File: src/rtl/pry_rr_arb.sv
// pry_rr_arb: round-robin arbiter sharing one downstream resource between
// WIDTH requesters. The grant is registered, one-hot, and held until the
// resource accepts it (vld && rdy). Asserting lck on an accepted transfer keeps
// the same requester granted for a back-to-back burst.
//
// Ports:
//   clk    - clock, rising edge
//   rst_n  - asynchronous active-low reset
//   req    - level request per requester
//   lck    - keep the current grant across the handshake
//   gnt    - registered one-hot grant, zero when idle
//   idx    - binary index of the granted requester, zero when idle
//   vld    - grant valid (|gnt)
//   rdy    - resource ready; transfer completes on vld && rdy
//
// pry2thr: priority-to-thermometer converter. In "LSB" mode thr[i] is set when
// any bit at or below i is set; "MSB" mode is the mirror image. The search is
// done in blocks of SPLIT bits. Inside a block IMPLEMENTATION picks a loop (0),
// a log-step shift/OR (1) or an adder (2); a carry from lower blocks fills the
// rest.
//
// Ports:
//   pry - input vector
//   thr - thermometer output

module pry2thr #(
  parameter int unsigned WIDTH          = 9,
  parameter int unsigned SPLIT          = 3,
  parameter              DIRECTION      = "LSB",
  parameter int unsigned IMPLEMENTATION = 0
) (
  input  logic [WIDTH-1:0] pry,
  output logic [WIDTH-1:0] thr
);

  localparam bit          MSB = (DIRECTION == "MSB");
  localparam int unsigned NB  = (WIDTH + SPLIT - 1) / SPLIT;
  localparam int unsigned PW  = NB * SPLIT;

  logic [WIDTH-1:0] p_l;
  logic [WIDTH-1:0] t_l;
  logic [PW-1:0]    pp;
  logic [PW-1:0]    tt;

  // Thermometer of one SPLIT-wide block, lowest set bit upward.
  function automatic logic [SPLIT-1:0] thr_blk(input logic [SPLIT-1:0] v);
    logic [SPLIT-1:0] t;
    logic             acc;
    t   = '0;
    acc = 1'b0;
    if (IMPLEMENTATION == 1) begin
      t = v;
      for (int unsigned s = 1; s < SPLIT; s = s * 2) t = t | (t << s);
    end else if (IMPLEMENTATION == 2) begin
      // v | -v sets every bit from the lowest set bit upward.
      t = v | (~v + SPLIT'(1));
    end else begin
      for (int unsigned i = 0; i < SPLIT; i++) begin
        acc  = acc | v[i];
        t[i] = acc;
      end
    end
    return t;
  endfunction

  // "MSB" mode reuses the LSB search on a bit-reversed vector.
  always_comb begin
    p_l = '0;
    for (int unsigned i = 0; i < WIDTH; i++) p_l[i] = MSB ? pry[WIDTH-1-i] : pry[i];
  end

  always_comb begin
    logic             carry;
    logic [SPLIT-1:0] blk;
    pp = '0;
    pp[WIDTH-1:0] = p_l;
    tt    = '0;
    carry = 1'b0;
    for (int unsigned b = 0; b < NB; b++) begin
      blk = pp[b*SPLIT +: SPLIT];
      tt[b*SPLIT +: SPLIT] = thr_blk(blk) | {SPLIT{carry}};
      carry = carry | (|blk);
    end
  end

  assign t_l = tt[WIDTH-1:0];

  always_comb begin
    thr = '0;
    for (int unsigned i = 0; i < WIDTH; i++) thr[i] = MSB ? t_l[WIDTH-1-i] : t_l[i];
  end

endmodule

module pry_rr_arb #(
  parameter int unsigned WIDTH          = 9,
  parameter int unsigned SPLIT          = 3,
  parameter              DIRECTION      = "LSB",
  parameter int unsigned IMPLEMENTATION = 0
) (
  input  logic                     clk,
  input  logic                     rst_n,
  input  logic [WIDTH-1:0]         req,
  input  logic                     lck,
  output logic [WIDTH-1:0]         gnt,
  output logic [$clog2(WIDTH)-1:0] idx,
  output logic                     vld,
  input  logic                     rdy
);

  localparam int unsigned IW  = $clog2(WIDTH);
  localparam bit          MSB = (DIRECTION == "MSB");

  typedef enum logic {
    IDLE,
    GNT
  } state_t;

  state_t           state_q;
  logic [WIDTH-1:0] gnt_q;
  logic [IW-1:0]    idx_q;
  logic             vld_q;
  logic [WIDTH-1:0] msk_q;

  logic [WIDTH-1:0] gthr;
  logic [WIDTH-1:0] msk_d;
  logic             done;
  logic [WIDTH-1:0] msk_use;
  logic [WIDTH-1:0] mreq;
  logic [WIDTH-1:0] src;
  logic [WIDTH-1:0] athr;
  logic [WIDTH-1:0] arb_gnt_d;
  logic [IW-1:0]    arb_idx_d;

  pry2thr #(
    .WIDTH          (WIDTH),
    .SPLIT          (SPLIT),
    .DIRECTION      (DIRECTION),
    .IMPLEMENTATION (IMPLEMENTATION)
  ) u_thr_gnt (
    .pry (gnt_q),
    .thr (gthr)
  );

  // Thermometer minus the granted bit leaves exactly the positions past the
  // served one in search order, for either direction.
  assign msk_d = gthr & ~gnt_q;

  // On a completing unlocked transfer the next grant must already see the
  // updated mask, so bypass the register in that cycle.
  assign done    = (state_q == GNT) && rdy && !lck;
  assign msk_use = done ? msk_d : msk_q;
  assign mreq    = req & msk_use;
  assign src     = (|mreq) ? mreq : req;

  pry2thr #(
    .WIDTH          (WIDTH),
    .SPLIT          (SPLIT),
    .DIRECTION      (DIRECTION),
    .IMPLEMENTATION (IMPLEMENTATION)
  ) u_thr_arb (
    .pry (src),
    .thr (athr)
  );

  assign arb_gnt_d = MSB ? (athr & ~(athr >> 1)) : (athr & ~(athr << 1));

  always_comb begin
    arb_idx_d = '0;
    for (int unsigned i = 0; i < WIDTH; i++) begin
      if (arb_gnt_d[i]) arb_idx_d = arb_idx_d | IW'(i);
    end
  end

  always_ff @(posedge clk or negedge rst_n) begin
    if (!rst_n) begin
      state_q <= IDLE;
      gnt_q   <= '0;
      idx_q   <= '0;
      vld_q   <= 1'b0;
      msk_q   <= '0;
    end else begin
      case (state_q)
        IDLE: begin
          if (|req) begin
            gnt_q   <= arb_gnt_d;
            idx_q   <= arb_idx_d;
            vld_q   <= 1'b1;
            state_q <= GNT;
          end
        end
        GNT: begin
          if (done) begin
            msk_q <= msk_d;
            if (|req) begin
              gnt_q <= arb_gnt_d;
              idx_q <= arb_idx_d;
            end else begin
              gnt_q   <= '0;
              idx_q   <= '0;
              vld_q   <= 1'b0;
              state_q <= IDLE;
            end
          end
        end
        default: begin
          state_q <= IDLE;
          gnt_q   <= '0;
          idx_q   <= '0;
          vld_q   <= 1'b0;
        end
      endcase
    end
  end

  assign gnt = gnt_q;
  assign idx = idx_q;
  assign vld = vld_q;

endmodule

File: config.mk
export PLATFORM = sky130hd
export DESIGN_NAME = pry_rr_arb
export DESIGN_NICKNAME = d
export VERILOG_FILES = /design/src/rtl/pry_rr_arb.sv
export SDC_FILE = /design/constraint.sdc
export NUM_CORES = 1
export LEC_CHECK = 0
export BUFFER_PORTS_ARGS = -buffer_cell sky130_fd_sc_hd__buf_4
export CORE_ASPECT_RATIO = 0.6
export CORE_UTILIZATION = 45
export DETAILED_ROUTE_END_ITERATION = 10
export GPL_TIMING_DRIVEN = 0
export PLACE_DENSITY = 0.7
export SYNTH_ARGS = -nofsm -noshare
export SYNTH_HDL_FRONTEND = slang
export SYNTH_SLANG_ARGS = --single-unit
export TNS_END_PERCENT = 30
File: constraint.sdc
create_clock -name clk -period 2.3 [get_ports clk]
set_clock_uncertainty 0.2 [all_clocks]
set_input_delay 0.23 -clock clk [delete_from_list [all_inputs] [get_ports clk]]
set_output_delay 0.23 -clock clk [all_outputs]
set_load 0.005 [all_outputs]
==> out/metrics.cfg <==
[synthesis]
syn-cell-area_sq_um = 1390
yosys.area.top_type = dfrtp_1
syn_inst = 146
syn_avg_cell_area_sq_um = 9.50
syn_nets = 159
ys_seq_elements = 23
synth_warnings = 0
async_flop_share = 1.00
synth_edf_count = 0
synth_flop_cell = dfrtp_1
yosys.area.top_type_share = 0.415
ys_seq_area_frac = 0.415
synth_area_leaders = dfrtp_1, nand2_1, o31ai_1
synthDistinctLibCells = 50

[die]
initial_core_util = 0.480
die_area_sq_um = 3310
coreArea_sq_um = 2890
die_w_microns = 73.7
die_h_microns = 45.0
io-pin-count = 27
rows = 15

[worst_setup_path]
cpMaxStageDelayCell = a222oi_1
crit_family = compound AO/OA/AOI/OAI gates
crit_fanout = 5
worst_ep_required_time_ns = 2.26
worst_path_largest_cell_delay_ns = 0.42
critPathLaunch = msk_q[0]$_DFFE_PN0P_
cp-end-kind = flop
r2r-start = msk_q[0]$_DFFE_PN0P_
crit_buf_inv = 1
critPathKind = reg2reg
critPathLaunchType = flop
rrSetupSlack_ns = -0.34
crit_chain = a222oi_1 > nand3_1 > a221oi_4 > o211ai_1 > a22oi_2 > buf_4 > nor2_4 > a211o_1
arrival_ns = 2.60

[pwr]
total_power_mw = 2.63
p_leak_nw = 0.848
max-vdd-ir-drop_uv = 649
p_per_area_nw_per_um2 = 1360

[timing]
rsz0062_at_grt = yes
slew_violations = 0
fin_crit_sh = 1.15
finalSetupViolations = 11
relSlewSlack = 0.594
period_needed_ns = 2.64
hold_viol = 0
setup_slack_ns = -0.342
fmax_ghz = 0.379
worst_slew_pin_slew_ns = 0.609
holdWs_ns = 0.0550
fin_setup_tns_ns = -2.79

[final_layout]
layout_common_cells = buf_4, dfrtp_1, nand2_1
num-nets-final = 205
stdcell_count = 233
final_layout_size_suffix_gt1_frac = 0.403
final_common_cell = buf_4
antenna_cells = 0
fillers = 245
area_delta_synth_final_pct = 39.5

[drt]
dr.pass1.iters = 5
wire_per_inst_microns = 18.4
drt_iter0_drc = 115
vias = 1451
wirelength_microns = 4300
via_per_inst = 6.23
ant_nets = 0
drc = 0

[placed_design]
gp_congestion = 0.997
place_inst = 214
post-dp-hpwl_microns = 2920
place.port_buffers = 26
dp_worst_setup_slack_ns = -0.428

[clock_network]
htreeDepth = 1
cts_tree = done
clk_latency_ns = 0.27
cts.sinks = 23
clk_root_buffer_cell = clkbuf_8
cts_made_buffers = 3
cts.clk_slew.worst_paths_ns = 0.09
clockBufferDepth = 2

[worst_hold_path]
worstHoldPathType = in2reg
min_from = req[0]

[global_route]
grt_pass1_wl_microns = 6450
grt_use_met2 = 0.396
grt_busiest_layer = met2
grtUsageMet1 = 0.378
grt_pass1_vias = 1307
gr-total-overflow = 0
grt_use_total = 0.267
grt_max_degree = 24
antenna_found_initial = 0
grt_use_met3 = 0.0915

[status]
violations = setup timing
status = complete, but fails checks

[run]
drv_cap = 0

==> state kept, by name, summed over array words and instances (netlist names) <==
name     cells
msk_q        9
state_q      1
vld          1
gnt          8
idx          4
==> where the power goes <==
group | switching, mW | internal, mW | total (mW)
sequential | 0.192 | 0.562 | 0.755
combinational | 0.815 | 0.802 | 1.62
clock | 0.139 | 0.123 | 0.262
total | 1.15 | 1.49 | 2.63
==> logic make-up (layout without fill, tap and decap cells) <==
kind of cell	count (synthesis)	after routing	synth area share
buffers and inverters	11	56	0.0415
AO/OA/AOI/OAI	55	55	0.321
AND/OR/NAND/NOR	57	57	0.222
flip-flops	23	23	0.415
==> path summary, 6_finish.rpt <==
kind	endpoint	depth (start not counted)
max	idx[1]$_DFFE_PN0P_	8
max reg2reg	idx[1]$_DFFE_PN0P_	8
max in group asynchronous	gnt[3]$_DFFE_PN0P_	2
min in group asynchronous	msk_q[8]$_DFFE_PN0P_	2
min reg2reg	vld$_DFFE_PN0P_	1
min	gnt[0]$_DFFE_PN0P_	3
==> final cells by class <==
type / count / area, sq um / share of cell area
tap: 42 / 52.6 / 0.0272
buffer: 6 / 40.0 / 0.0207
clock buffer: 3 / 41.3 / 0.0213
clock inverter: 1 / 7.51 / 0.00388
multi-input combinational: 112 / 878 / 0.454
inverter: 5 / 18.8 / 0.00970
sequential: 23 / 578 / 0.299
timing repair buffer: 41 / 318 / 0.164
==> tightest hold or removal path: cells and delay by family <==
| family | cells | cell delay, ns |
|---|---|---|
| buffers and inverters | 1 | 0.14 |
| AND/OR/NAND/NOR | 1 | 0.06 |
| AO/OA/AOI/OAI | 1 | 0.06 |
==> per-stage QoR <==
stage / cell area, sq um / utilization
CTS: 1850 / 0.639
global route: 1930 / 0.669
floorplan: 1390 / -
finish: 1930 / 0.669
detailed placement: 1630 / 0.565
global placement: 1630 / 0.565
==> metal layers <==
layer / up-vias / routed length (microns)
li1: 647 / -
met5: - / 0
met1: 715 / 1810
met4: 0 / 18
met2: 85 / 2020
met3: 4 / 450
==> synthesized netlist by cell type (all sizes together), types with 2 or more instances <==
cell	number
buf	4
nand2	17
nor2	11
dfrtp	23
inv	5
o31ai	7
nand3	2
a22o	2
nor4	3
a32o	2
nand2b	8
nor2b	2
a222oi	2
a22oi	3
nand4	2
a31oi	2
o21ai	12
o311ai	2
a21oi	6
nor3	3
o2111ai	2
nor3b	2
clkbuf	2
o21a	4
nand3b	2
==> repair_timing <==
| action | 4_1_cts | 5_1_grt |
|---|---|---|
| gates resized for setup | 17 | 15 |
| hold buffers | 1 | 0 |
| hold endpoints to repair | 23 | 0 |
| pin swaps | 14 | 13 |
| setup endpoints to repair | 12 | 12 |
| setup buffers | 12 | 2 |
No activity file was read; power rests on OpenSTA's default activity.
